==> config.mk <==
export PLATFORM = sky130hd
export DESIGN_NAME = fetch_pc_unit
export DESIGN_NICKNAME = d
export VERILOG_FILES = /design/src/rtl/fetch_pc_unit.sv
export SDC_FILE = /design/constraint.sdc
export NUM_CORES = 1
export LEC_CHECK = 0
export CORE_MARGIN = 2
export CORE_UTILIZATION = 48
export DETAILED_ROUTE_END_ITERATION = 16
export PLACE_DENSITY = 0.76
export SETUP_SLACK_MARGIN = 0.3
export SLEW_MARGIN = 10
export SYNTH_ARGS = -nofsm -noshare
export SYNTH_HDL_FRONTEND = slang
export SYNTH_SLANG_ARGS = --single-unit
==> constraint.sdc <==
create_clock -name clk -period 3.4 [get_ports clk]
set_input_delay 0.68 -clock clk [delete_from_list [all_inputs] [get_ports clk]]
set_output_delay 0.68 -clock clk [all_outputs]
set_load 0.02 [all_outputs]
==> src/rtl/fetch_pc_unit.sv <==
// Program counter and fetch sequencer feeding a registered instruction ROM.
// Tracks the PC held in the ROM output register and applies decode redirects.
module fetch_pc_unit #(
    parameter int PC_W      = 32,
    parameter int ROM_DEPTH = 16,
    parameter int RESET_PC  = 0
) (
    input  logic                clk,
    input  logic                rst_n,
    input  logic                stall,
    input  logic                branch_taken,
    input  logic signed [15:0]  branch_offset,
    input  logic                jump_en,
    input  logic [25:0]         jump_target,
    output logic [PC_W-1:0]     index,
    output logic                instr_valid,
    output logic [PC_W-1:0]     instr_pc,
    output logic                redirect,
    output logic [31:0]         fetch_count
);

    localparam logic [PC_W-1:0] IDX_MASK = PC_W'(ROM_DEPTH - 1);
    localparam logic [PC_W-1:0] PC_RST   = PC_W'(RESET_PC);

    // Branch target relative to the instruction after the branch, wrapping in PC_W bits.
    function automatic logic [PC_W-1:0] branch_tgt(input logic [PC_W-1:0] base,
                                                   input logic signed [15:0] off);
        logic signed [PC_W-1:0] off_ext;
        off_ext = PC_W'(off);
        return base + PC_W'(1) + $unsigned(off_ext);
    endfunction

    logic [PC_W-1:0] pc_p0, pc_nx;
    logic [PC_W-1:0] instr_pc_p1, instr_pc_nx;
    logic            vld_p1, vld_nx;
    logic [31:0]     cnt_p1, cnt_nx;
    logic [PC_W-1:0] fetch_sel;

    // stage p0: fetch address selection and redirect decision
    always_comb begin
        fetch_sel = stall ? instr_pc_p1 : pc_p0;
        index     = fetch_sel & IDX_MASK;
        redirect  = vld_p1 & ~stall & (branch_taken | jump_en);
    end

    always_comb begin
        pc_nx       = pc_p0;
        instr_pc_nx = instr_pc_p1;
        vld_nx      = vld_p1;
        cnt_nx      = cnt_p1;
        if (stall) begin
            // hold everything; the ROM re-reads instr_pc
        end else if (redirect) begin
            // the sequential word latched at this edge is squashed
            pc_nx       = jump_en ? PC_W'(jump_target) : branch_tgt(instr_pc_p1, branch_offset);
            instr_pc_nx = pc_p0;
            vld_nx      = 1'b0;
        end else begin
            pc_nx       = pc_p0 + PC_W'(1);
            instr_pc_nx = pc_p0;
            vld_nx      = 1'b1;
            cnt_nx      = cnt_p1 + 32'd1;
        end
    end

    // stage p1: state aligned with the ROM's InstrReg
    always_ff @(posedge clk or negedge rst_n) begin
        if (!rst_n) begin
            pc_p0       <= PC_RST;
            instr_pc_p1 <= '0;
            vld_p1      <= 1'b0;
            cnt_p1      <= '0;
        end else begin
            pc_p0       <= pc_nx;
            instr_pc_p1 <= instr_pc_nx;
            vld_p1      <= vld_nx;
            cnt_p1      <= cnt_nx;
        end
    end

    assign instr_valid = vld_p1;
    assign instr_pc    = instr_pc_p1;
    assign fetch_count = cnt_p1;

endmodule

# After elaboration in Yosys (flattened, before gate mapping)
# Index checks and enable logic that the tools add are counted.
[totals]
reg_bits = 97
latch_bits = 0
ram_bits = 0
mem_bits_ro = 0
out_inout_bits = 98
n_memories = 0
[classes]
addsub = 4
mul = 0
div_mod_pow = 0
n_lt_le_gt_ge = 0
eq_ne = 0
shifts = 0
n_mux = 4
bitwise = 5
reduce_logical = 1
[op_table]
columns = ["op", "count"]
rows = [
  ["$add A32 B1 Y32 const B", 3],
  ["$mux W32", 2],
  ["$add A32 B32 Y32", 1],
  ["$mux W4", 1],
  ["$and A1 B1 Y1", 2],
  ["$not A1 Y1", 2],
  ["$reduce_and A2 Y1", 1],
  ["$mux W1", 1],
  ["$or A1 B1 Y1", 1],
]

# Logic depth before layout (Yosys ltp)
[logic_depth]
depth_word = 5
depth_mapped = 12
mapped_depth_nobuf = 12

# Worst setup path before layout
# OpenSTA, ideal clock, no wires.
[synth_path]
kind = "input to register"
start = "input port branch_offset[15]"
end = "register pc_p0[30]"
setup_ns = 0.152
arrival_time_ns = 2.611
t_required_ns = 3.248
setup_slack_ns = 0.637
path_stages = 10
path_cell_list = "ha_1 -> clkbuf_1 -> a21o_1 -> a211oi_1 -> o21ai_1 -> a41o_1 -> a2111o_1 -> o21ai_0 -> mux2i_1 -> o21ai_0"
[synth_via]
elab_chain_len = 3
[synth_rtl]
columns = ["item", "line", "source"]
rows = [
  ["from (decl)", "12", "input logic signed [15:0] branch_offset,"],
  ["$add A32 B32 Y32", "30", "return base + PC_W'(1) + $unsigned(off_ext);"],
  ["$mux W32", "55", "pc_nx = jump_en ? PC_W'(jump_target) : branch_tgt(instr_pc_p1, branch_offset);"],
  ["$mux W32", "53", "end else if (redirect) begin"],
  ["to (signal assigned)", "74", "pc_p0 <= pc_nx;"],
  ["to (decl)", "33", "logic [PC_W-1:0] pc_p0, pc_nx;"],
]
# No other way between the ends.
# A chain may end at the register's enable or synchronous reset.

# Worst setup path in the final report
[layout_path]
start = "input port branch_offset[2]"
end = "register pc_p0[27]"
# The elaborated chain is that of the path after synthesis.

==> qor.yml <==
clocking:
  cts_tree: "yes"
  cts_buffers: 9
  cts.htree.levels: 3
  clkSinkCount: 97
  clk_pin_slew_ns: 0.07
  cts_hold_buf: 0
  root_buffer: "clkbuf_16"
  cts_buffer_depth: 2
  clk_latency_ns: 0.35
setup_path:
  worstReg2RegStart: "instr_pc[2]$_DFF_PN0_"
  rr_worst_depth: 9
  r2r_setup_slack_ns: 0.73
  crit_path_max_fanout: 4
  crit_path_end: "pc_p0[27]$_DFFE_PN0N_"
  crit_path_start_kind: "input pin"
  required_ns: 3.62
  arrival_ns: 3.22
  crit_type: "in2reg"
  worstReg2RegEnd: "pc_p0[27]$_DFFE_PN0N_"
  setup.worst_path.end_class: "register"
  cp-startpoint: "branch_offset[2]"
sta:
  fin_crit_ns: 3.01
  finalHoldViolations: 0
  fin_hold_ws_ns: 0.298
  fin_setup_tns_ns: 0
  final_max_slew_viol_count: 0
  max_freq_mhz: 333
  worstMarginPinSlew_ns: 0.650
  rsz0062_at_grt: "no"
  maxSlewHeadroom: 0.565
  setup_viol_count_final: 0
  fin_worst_skew_ns: 0.00877
  period_share: 0.884
logic_synthesis:
  synthArstFlopShare: 1.00
  netlist_top_cells_area: "dfrtp_1, ha_1, xnor2_1"
  yosysUniqueCellTypes: 74
  synth_top_area_frac: 0.356
  avgSynthCellArea_um2: 8.72
  synth_seq_cells: 97
  synth_top_area_cell: "dfrtp_1"
  synth-edff-count: 0
  ys.flop_type: "dfrtp_1"
  yosysWarnings: 0
  ys_seq_area_frac: 0.356
  syn_area_um2: 6820
  synthCells: 782
floorplan:
  initial_core_util: 0.491
  boundaryPins: 145
  die_h_um: 123
  row_count: 43
  fp.dieW_um: 123
  core_um2: 13900
  dieArea_um2: 15200
power_and_ir_drop:
  p_seq_frac: 0.299
  p_int_uw: 3800
  clkPwrFrac: 0.158
  p_per_area_nw_per_um2: 781
  power_switching_uw: 2890
  p_leak_uw: 0.00366
  max-vdd-ir-drop_v: 0.000397
  p_sw_frac: 0.432
  comb_power_share: 0.543
placed_design:
  dp.final_hpwl_mm: 13.9
  gp_congestion: 0.978
  io_buffer_count: 116
global_route:
  top_usage_layer: "met2"
  antenna_found_initial: 0
  grt-ovfl-total: 0
  gr-usage-met2: 0.416
  grtUsageMet1: 0.342
  grt_pass1_wl_mm: 30.1
  grt_max_degree: 41
  grt_pass1_vias: 5999
  use_met3: 0.0378
  grt_usage: 0.253
cells_and_area:
  drive_gt1_frac: 0.115
  final_net_count: 988
  synthToLayoutAreaGrowth_pct: 25.6
  num-fill-cells: 1226
  num_antenna_cells: 0
flow_run:
  maxCapViolations: 0
worst_hold_path:
  hp-class: "in2async"
status:
  status: "complete, no violations"
route:
  drt-vias-per-instance: 5.79
  routed_wl_mm: 18.5
  drt_iter0_markers: 436
  drc: 0
  wl_per_cell_um: 16.9
  firstDrtPassIters: 7
  num_vias: 6326
  antenna_left: 0
==> worst min path at each step <==
stage	from	endpoint	slack [ns]	cells past startpoint
CTS	rst_n	fetch_count[7]$_DFFE_PN0P_	0.33	1
global placement	fetch_count[31]$_DFFE_PN0P_	fetch_count[31]$_DFFE_PN0P_	0.46	1
global route	rst_n	instr_pc[0]$_DFF_PN0_	0.36	1
floorplan	rst_n	fetch_count[0]$_DFFE_PN0P_	0.38	0
finish	rst_n	instr_pc[0]$_DFF_PN0_	0.30	1
detailed placement	fetch_count[31]$_DFFE_PN0P_	fetch_count[31]$_DFFE_PN0P_	0.47	1
==> per-layer routing <==
| layer | vias to the layer above | wire, µm |
|---|---|---|
| met3 | 39 | 1290 |
| met4 | 0 | 439 |
| li1 | 3020 | - |
| met2 | 272 | 8670 |
| met5 | - | 0 |
| met1 | 2995 | 8080 |
==> cells in the mapped netlist, types with 23 or more instances <==
master    count
a21oi_1      67
mux2_2       30
nor2_1       61
buf_4        30
clkbuf_1     25
inv_1        23
dfrtp_1      97
nand2_1      77
ha_1         33
o21ai_0      55
xnor2_1      39
nand3_1      34
==> power by group through the flow <==
stage | clock, µW | combinational, µW | sequential (µW)
final | 1060 | 3630 | 2000
after global routing | 1130 | 3960 | 2060
after CTS | 1080 | 3570 | 1990
after detailed placement | 0 | 3540 | 2010
after global placement | 0 | 3510 | 2000
after floorplan | 0 | 2140 | 2120
==> logic make-up (layout without fill, tap and decap cells) <==
group / after synthesis / count (layout) / synth area share
adder cells (fa/ha/maj): 34 / 34 / 0.0635
buffers and inverters: 90 / 193 / 0.0670
other: 1 / 28 / 0.000550
XOR/XNOR: 57 / 57 / 0.0732
AO/OA/AOI/OAI: 214 / 214 / 0.197
multiplexers: 37 / 37 / 0.0598
flip-flops: 97 / 97 / 0.356
AND/OR/NAND/NOR: 252 / 252 / 0.183
==> stage by stage <==
stage          power, µW   util  area [µm²]  cells  setup slack (ns)
3_3_place_gp        5510  0.593        8230   1076          -0.00468
3_5_place_dp        5540  0.593        8230   1076           -0.0763
5_1_grt             7140  0.617        8570   1092             0.303
2_1_floorplan       4260      -        6920    809             0.637
4_1_cts             6640  0.615        8530   1092             0.322
6_report            6690  0.617        8570   1092             0.394
==> sequential cells by signal (all words and copies together) (netlist names) <==
register     cells
fetch_count     32
instr_pc        32
pc_p0           32
instr_valid      1
==> area by class of cell <==
type	instances	area, µm²	share of cell area
timing repair buffer	154	1450	0.170
sequential	97	2430	0.283
inverter	23	86.3	0.0101
clock inverter	5	63.8	0.00745
tap	180	225	0.0263
clock buffer	11	243	0.0283
multi-input combinational	622	4070	0.475
==> layout by cell type (no fill, tap or decap), types with 3 or more instances in the layout <==
cell type        count
xnor2_1             39
dfrtp_1             97
inv_1               23
o21bai_1             6
nand2_1             77
nor3_1              17
nor2b_1              3
ha_1                33
and4_1               6
nor2_1              61
o221ai_1             3
conb_1              28
o211ai_1             9
a211oi_1             3
a21oi_1             66
a22oi_1              3
clkdlybuf4s50_1    113
clkbuf_16            9
xor2_1              18
a2bb2oi_1            3
buf_4               38
nand3_1             34
a31oi_1              9
mux2i_1              7
o21a_1               3
o21ai_0             52
o21ai_1              7
nand2b_1             3
nand4_1             18
and3_1              12
a21o_1               9
mux2_2              30
o31ai_1              3
and2_1               3
o22ai_1              7
==> critical path: stages <==
cell             delay (ns)
clkdlybuf4s50_1        0.41
ha_1                   0.36
a21oi_1                0.14
a2111oi_4              0.44
o21ai_1                0.17
o211ai_2               0.33
o21ai_1                0.21
o31ai_2                0.23
xnor2_1                0.15
o211ai_1               0.10
==> repair_timing <==
| item | CTS | global route |
|---|---|---|
| setup buffers | 0 | 0 |
| gates resized for setup | 0 | 9 |
| pin swaps | 1 | 3 |
| endpoints found under the setup margin | 1 | 18 |
| cloned | 0 | 0 |
Note: power is estimated with default switching activity, not from simulation.
